### config.mk
export PLATFORM = sky130hd
export DESIGN_NAME = ecc_sram_scrub_ctrl
export DESIGN_NICKNAME = d
export VERILOG_FILES = /design/src/rtl/ecc_scrub_pkg.sv /design/src/rtl/prim_secded_72_64_dec.sv /design/src/rtl/prim_secded_72_64_enc.sv /design/src/rtl/ecc_sram_scrub_ctrl.sv
export SDC_FILE = /design/constraint.sdc
export NUM_CORES = 1
export LEC_CHECK = 0
export ABC_AREA = 1
export CAP_MARGIN = 20
export CORE_ASPECT_RATIO = 1.4
export CORE_UTILIZATION = 50
export CTS_BUF_LIST = sky130_fd_sc_hd__clkbuf_8
export DETAILED_ROUTE_END_ITERATION = 10
export GPL_ROUTABILITY_DRIVEN = 0
export GPL_TIMING_DRIVEN = 0
export PLACE_DENSITY_LB_ADDON = 0.2
export SYNTH_ARGS = -nofsm -noshare
export SYNTH_HDL_FRONTEND = slang
export SYNTH_SLANG_ARGS = --single-unit
### constraint.sdc
create_clock -name clk -period 9.2 [get_ports clk]
set_clock_uncertainty 0.2 [all_clocks]
set_input_delay 0.92 -clock clk [delete_from_list [all_inputs] [get_ports clk]]
set_output_delay 0.92 -clock clk [all_outputs]
set_load 0.05 [all_outputs]
### src/rtl/ecc_scrub_pkg.sv
// Shared types and constants for the SECDED SRAM scrub controller.
// Holds the scrub FSM states, code widths and the data-bit syndrome columns.
// Columns are the 64 non-power-of-two values in 3..71 (extended Hamming code).
package ecc_scrub_pkg;

  localparam int DataWidth = 64;
  localparam int CodeWidth = 72;
  localparam logic [1:0] ErrCorr = 2'b01;

  typedef enum logic [1:0] {IDLE, S_CHK, S_WB} scrub_state_e;

  // Syndrome column of every data bit; check bit j covers data bits whose column has bit j set.
  function automatic logic [63:0][6:0] secded_cols();
    logic [63:0][6:0] cols;
    int n;
    cols = '0;
    n = 0;
    for (int v = 3; v < CodeWidth; v++) begin
      if ((v & (v - 1)) != 0) begin
        cols[n[5:0]] = 7'(v);
        n++;
      end
    end
    return cols;
  endfunction

  localparam logic [63:0][6:0] SecdedCols = secded_cols();

endpackage

### src/rtl/prim_secded_72_64_dec.sv
// SECDED(72,64) decoder: corrects any single-bit error, flags double errors.
// Latency: combinational.
// Backpressure: none.
module prim_secded_72_64_dec
  import ecc_scrub_pkg::*;
(
  input  logic [CodeWidth-1:0] data_i,
  output logic [DataWidth-1:0] data_o,
  output logic [1:0]           err_o
);

  logic [6:0] syn;
  logic       par;

  // Syndrome plus overall parity; odd parity with an in-range syndrome is a single error.
  always_comb begin
    syn = data_i[70:64];
    for (int i = 0; i < DataWidth; i++) begin
      if (data_i[i]) syn = syn ^ SecdedCols[i];
    end
    par    = ^data_i;
    data_o = data_i[DataWidth-1:0];
    for (int i = 0; i < DataWidth; i++) begin
      if (par && (syn == SecdedCols[i])) data_o[i] = ~data_i[i];
    end
    if (!par && (syn == 7'd0))      err_o = 2'b00;
    else if (par && (syn < 7'd72))  err_o = ErrCorr;
    else                            err_o = 2'b10;
  end

endmodule

### src/rtl/prim_secded_72_64_enc.sv
// SECDED(72,64) encoder: code = {overall parity, 7 Hamming checks, data}.
// Latency: combinational.
// Backpressure: none.
module prim_secded_72_64_enc
  import ecc_scrub_pkg::*;
(
  input  logic [DataWidth-1:0] data_i,
  output logic [CodeWidth-1:0] data_o
);

  logic [6:0] chk;

  // Hamming check bits: XOR of the columns of all set data bits.
  always_comb begin
    chk = '0;
    for (int i = 0; i < DataWidth; i++) begin
      if (data_i[i]) chk = chk ^ SecdedCols[i];
    end
  end

  assign data_o = {^{chk, data_i}, chk, data_i};

endmodule

### src/rtl/ecc_sram_scrub_ctrl.sv
// SECDED SRAM controller with background scrubber sharing one SRAM port.
// Latency: requester read data 1 cycle after grant; scrub takes 2 (clean/uncorr) or 3 (fix) cycles.
// Backpressure: requester has strict priority in IDLE; gnt_o is 0 while a scrub check/writeback runs.
module ecc_sram_scrub_ctrl
  import ecc_scrub_pkg::*;
#(
  parameter int NumWords      = 256,
  parameter int AddrWidth     = $clog2(NumWords),
  parameter int ScrubInterval = 1024
) (
  input  logic                 clk,
  input  logic                 rst,
  input  logic                 scrub_en_i,
  input  logic                 req_i,
  input  logic                 we_i,
  input  logic [AddrWidth-1:0] addr_i,
  input  logic [DataWidth-1:0] wdata_i,
  output logic                 gnt_o,
  output logic                 rvalid_o,
  output logic [DataWidth-1:0] rdata_o,
  output logic [1:0]           rerr_o,
  output logic                 sram_req_o,
  output logic                 sram_we_o,
  output logic [AddrWidth-1:0] sram_addr_o,
  output logic [CodeWidth-1:0] sram_wdata_o,
  input  logic [CodeWidth-1:0] sram_rdata_i,
  output logic                 scrub_fix_o,
  output logic                 scrub_uncorr_o,
  output logic [31:0]          corr_cnt_o,
  output logic [31:0]          uncorr_cnt_o
);

  localparam int CntWidth = (ScrubInterval > 1) ? $clog2(ScrubInterval) : 1;

  scrub_state_e         state_q, state_d;
  logic [AddrWidth-1:0] scrub_addr_q, scrub_addr_d, scrub_addr_nxt;
  logic [CntWidth-1:0]  ival_q;
  logic                 pend_q, pend_d;
  logic                 rvalid_q;
  logic [DataWidth-1:0] fix_data_q;
  logic [31:0]          corr_cnt_q, uncorr_cnt_q;
  logic [DataWidth-1:0] dec_data, enc_in;
  logic [1:0]           dec_err;
  logic [CodeWidth-1:0] enc_out;
  logic                 wrap;

  prim_secded_72_64_enc u_enc (.data_i(enc_in), .data_o(enc_out));
  prim_secded_72_64_dec u_dec (.data_i(sram_rdata_i), .data_o(dec_data), .err_o(dec_err));

  assign wrap           = scrub_en_i && (ival_q == CntWidth'(ScrubInterval - 1));
  assign scrub_addr_nxt = (scrub_addr_q == AddrWidth'(NumWords - 1)) ? '0
                        : scrub_addr_q + AddrWidth'(1);

  // Port arbitration, scrub sequencing and pending-trigger bookkeeping.
  always_comb begin
    state_d        = state_q;
    scrub_addr_d   = scrub_addr_q;
    pend_d         = pend_q;
    gnt_o          = 1'b0;
    sram_req_o     = 1'b0;
    sram_we_o      = 1'b0;
    sram_addr_o    = '0;
    enc_in         = wdata_i;
    scrub_fix_o    = 1'b0;
    scrub_uncorr_o = 1'b0;
    // A trigger is only latched while idle; one arriving mid-scrub is absorbed.
    if (wrap && (state_q == IDLE)) pend_d = 1'b1;
    unique case (state_q)
      IDLE: begin
        if (req_i) begin
          gnt_o       = 1'b1;
          sram_req_o  = 1'b1;
          sram_we_o   = we_i;
          sram_addr_o = addr_i;
        end else if (pend_q) begin
          sram_req_o  = 1'b1;
          sram_addr_o = scrub_addr_q;
          pend_d      = 1'b0;
          state_d     = S_CHK;
        end
      end
      S_CHK: begin
        if (dec_err == ErrCorr) begin
          state_d = S_WB;
        end else begin
          scrub_uncorr_o = dec_err[1];
          scrub_addr_d   = scrub_addr_nxt;
          state_d        = IDLE;
        end
      end
      S_WB: begin
        sram_req_o   = 1'b1;
        sram_we_o    = 1'b1;
        sram_addr_o  = scrub_addr_q;
        enc_in       = fix_data_q;
        scrub_fix_o  = 1'b1;
        scrub_addr_d = scrub_addr_nxt;
        state_d      = IDLE;
      end
      default: state_d = IDLE;
    endcase
    // Reset suppresses every strobe in its own cycle, so an interrupted writeback never lands.
    if (rst) begin
      gnt_o          = 1'b0;
      sram_req_o     = 1'b0;
      sram_we_o      = 1'b0;
      sram_addr_o    = '0;
      scrub_fix_o    = 1'b0;
      scrub_uncorr_o = 1'b0;
    end
  end

  assign sram_wdata_o = (sram_req_o && sram_we_o) ? enc_out : '0;
  assign rvalid_o     = rvalid_q && !rst;
  assign rdata_o      = rvalid_o ? dec_data : '0;
  assign rerr_o       = rvalid_o ? dec_err : 2'b00;
  assign corr_cnt_o   = corr_cnt_q;
  assign uncorr_cnt_o = uncorr_cnt_q;

  // State, interval counter, read-valid tracking and saturating error counters.
  always_ff @(posedge clk) begin
    if (rst) begin
      state_q      <= IDLE;
      scrub_addr_q <= '0;
      ival_q       <= '0;
      pend_q       <= 1'b0;
      rvalid_q     <= 1'b0;
      fix_data_q   <= '0;
      corr_cnt_q   <= '0;
      uncorr_cnt_q <= '0;
    end else begin
      state_q      <= state_d;
      scrub_addr_q <= scrub_addr_d;
      pend_q       <= pend_d;
      ival_q       <= !scrub_en_i ? '0 : (wrap ? '0 : ival_q + CntWidth'(1));
      rvalid_q     <= gnt_o && !we_i;
      if (state_q == S_CHK) fix_data_q <= dec_data;
      if (scrub_fix_o && (corr_cnt_q != '1)) corr_cnt_q <= corr_cnt_q + 32'd1;
      if (scrub_uncorr_o && (uncorr_cnt_q != '1)) uncorr_cnt_q <= uncorr_cnt_q + 32'd1;
    end
  end

endmodule

==> run metrics <==
maximum VDD drop around 0.096 mV; post-synthesis sequential area ratio 0.2037; total number of vias 17.15k; Post-Synthesis Cells 2496; CP Launch Point sram_rdata_i[36]; layout cells sized above 1 0.04473; antenna cells 0; time the worst path needs with I/O delays and setup approximately 6400 ps; ys flop type dfxtp_1; Setup CP Type in -> out; Crit. End Element output pin; Logic pwr share 0.523; Pint about 1300 uW; area grow syn2layout 29.97%; Max-slew headroom 0.4797; slew at the pin closest to its max-slew limit about 780 ps; Synth Net Count 2649; Final Slew Violations 0; Critical Path Fanout Max 10; final hold vios 0; hold path cells 1; vias in the first global route 16.22k; Area contributors post-synth dfxtp_1, nand2_1, inv_1, xor2_1, nor2_1; CTS Hold Bufs 0; Peak Freq about 160 MHz; hold endpoint ival_q[0]; Num CTS Buffers 17; CTS Root Cell clkbuf_8; setup TNS 0 ps; CTS tree built; Synth Warn # 0; Synth async-reset ratio 0; core area 29070 um^2; via/cell ratio 5.255; Most common cell on crit path nand2_1; GRT Total Usage 0.3652; clock slew at reported path FFs roughly 90 ps; Tightest Hold Check Type reg -> reg; crit path DAT 5320 ps; CP delay by family, top buffers and inverters; Sw Pwr around 1100 uW; area leader, netlist dfxtp_1; CTS resizes 0; Final Cycle Share 0.7003; max incr delay on CP approximately 870 ps; Post-synth EDFFs 0; clk buf depth 2; Die H 205.2 um; H-tree Lvls 4; gr ovfl total 0; synthesis-stage register bit count 150; status completed; Routed wire per std cell 16.94 um; HPWL after DPL ~47000 um; r2r worst-path depth 19; Initial Util 0.5070; Power, Total ~2400 uW; top cell type's share of synthesized area 0.2037; Avg Cell Area, Syn approximately 5.9 um^2; Die Wd between 100 and 150 um; Residual DRC 0; Buf+Inv Stages, Crit Path 7; NumNets Final between 3k and 4k; antenna violations before repair 0; Critical Path Source Type primary input; IO Count approximately 370; Sink Count 150; Clock power frac 0.205; commonest cells in the netlist nand2_1, inv_1, nor2_1, xor2_1, dfxtp_1; R2R Setup Slk 5570 ps; DRT antenna net count 0; final setup violation count 0; postcts setup bufs 0; Die Area between 30000 and 40000 um^2; CP cell instances clkdlybuf4s50_1, inv_1, nand2_1, nand2_1, nand2_1, nand2_1, inv_1, nand2_1, nand2_1, inv_1, nand2_1, nand2_1, nand2_1, nand2_1, nand3_1, a21oi_1, nand2_1, clkbuf_1, nor2_1, xor2_1, inv_1, nor2_1, clkdlybuf4s50_1; Seq pwr share 0.272; Clock Latency Late Sink about 480 ps; Cell Area, Synth about 15000 um^2; most common cell in the netlist nand2_1; Port Buf Inserts ~360; Power per Cell Area 124.6 nW/um^2; RSZ-0062 raised after global routing false; startpoint of the worst hold path ival_q[0]; largest net degree at the start of global routing 17; Leak Pwr just over 0.009 uW; Net Sw Frac 0.4476; first-pass GRT wire length ~84000 um; DRT Pass-1 Iters 6; Critical Path RT around 8000 ps; Distinct cells, synth 52; # Max-Cap Violations 0; Detailed Route WL ~55000 um; RR Startpoint state_q[1]; 1st-iter DRT viols between 1k and 1.5k; # rows 74; RR Endpoint corr_cnt_o[23]; Max stage delay cell, worst path clkdlybuf4s50_1
## how the worst max path moves through the flow
stage | slack, ps | end | cells past startpoint
floorplan | 4510 | sram_wdata_o[71] | 19
global placement | 2980 | rdata_o[18] | 23
detailed placement | 2920 | rdata_o[18] | 23
CTS | 2910 | rdata_o[18] | 23
global route | 2450 | rdata_o[18] | 23
finish | 2760 | rdata_o[11] | 23
## layout by cell type, fill, tap and decap left out, drive strengths merged, types with 7 or more instances in the layout
master / n
nor2: 328
o21ai: 101
dfxtp: 150
buf: 20
mux2i: 7
o21a: 8
xor2: 187
nand2: 755
clkdlybuf4s50: 357
a32o: 7
nor3: 33
o211ai: 32
nor4: 14
a21oi: 99
xnor2: 119
nor3b: 14
nand4: 19
nand3: 104
inv: 439
clkbuf: 65
## power by group through the flow
stage               clock, uW  combinational (uW)  sequential, uW
finish                    488                1250             649
global route              521                1370             650
CTS                       494                1230             650
detailed placement          0                1230             665
global placement            0                1200             665
floorplan                   0                 895             665
## cells by family (layout without fill, tap and decap cells)
logic type / after synthesis / after routing / share of synthesized area
flip-flops: 150 / 150 / 0.2037
AO/OA/AOI/OAI: 256 / 256 / 0.1107
buffers and inverters: 499 / 887 / 0.1341
AND/OR/NAND/NOR: 1274 / 1274 / 0.3500
multiplexers: 7 / 7 / 0.006027
adder cells (fa/ha/maj): 4 / 4 / 0.003396
XOR/XNOR: 306 / 306 / 0.1920
## per-layer routing
metal,GRT usage,part of all wire,vias to the layer above
met2,0.6193,0.47,867
met4,0.3126,0.091,0
met3,0.06347,0.083,251
li1,-,-,8370
met5,0,0,-
met1,0.3940,0.36,7663
## stage by stage
| stage | area [um^2] | worst slack, ps | std cells | util | hold WS (ps) |
|---|---|---|---|---|---|
| 2_1_floorplan | 14740 | 4510 | 2496 | - | 217.6 |
| 3_3_place_gp | 18790 | 2983 | 3233 | 0.6462 | 227.8 |
| 3_5_place_dp | 18790 | 2918 | 3233 | 0.6462 | 238.9 |
| 4_1_cts | 19160 | 2915 | 3264 | 0.6589 | 258.6 |
| 5_1_grt | 19160 | 2447 | 3264 | 0.6589 | 286.2 |
| 6_report | 19160 | 2757 | 3264 | 0.6589 | 254.9 |
## state kept, by name, summed over array words and instances (netlist names)
name,count
corr_cnt_o,32
rvalid_q,1
pend_q,1
scrub_addr_q,8
uncorr_cnt_o,32
fix_data_q,64
state_q,2
ival_q,10
## area by class of cell
cell class | count | area [um^2]
plain buffers | 67 | 355.3
clock buffers | 18 | 247.7
clock inverters | 13 | 121.4
fillers | 2728 | 9916
inverters | 432 | 1622
multi-input cells | 1847 | 9759
flip-flops and latches | 150 | 3003
well taps | 380 | 475.5
repair buffers | 357 | 3573
Note: power is estimated with default switching activity, not from simulation.
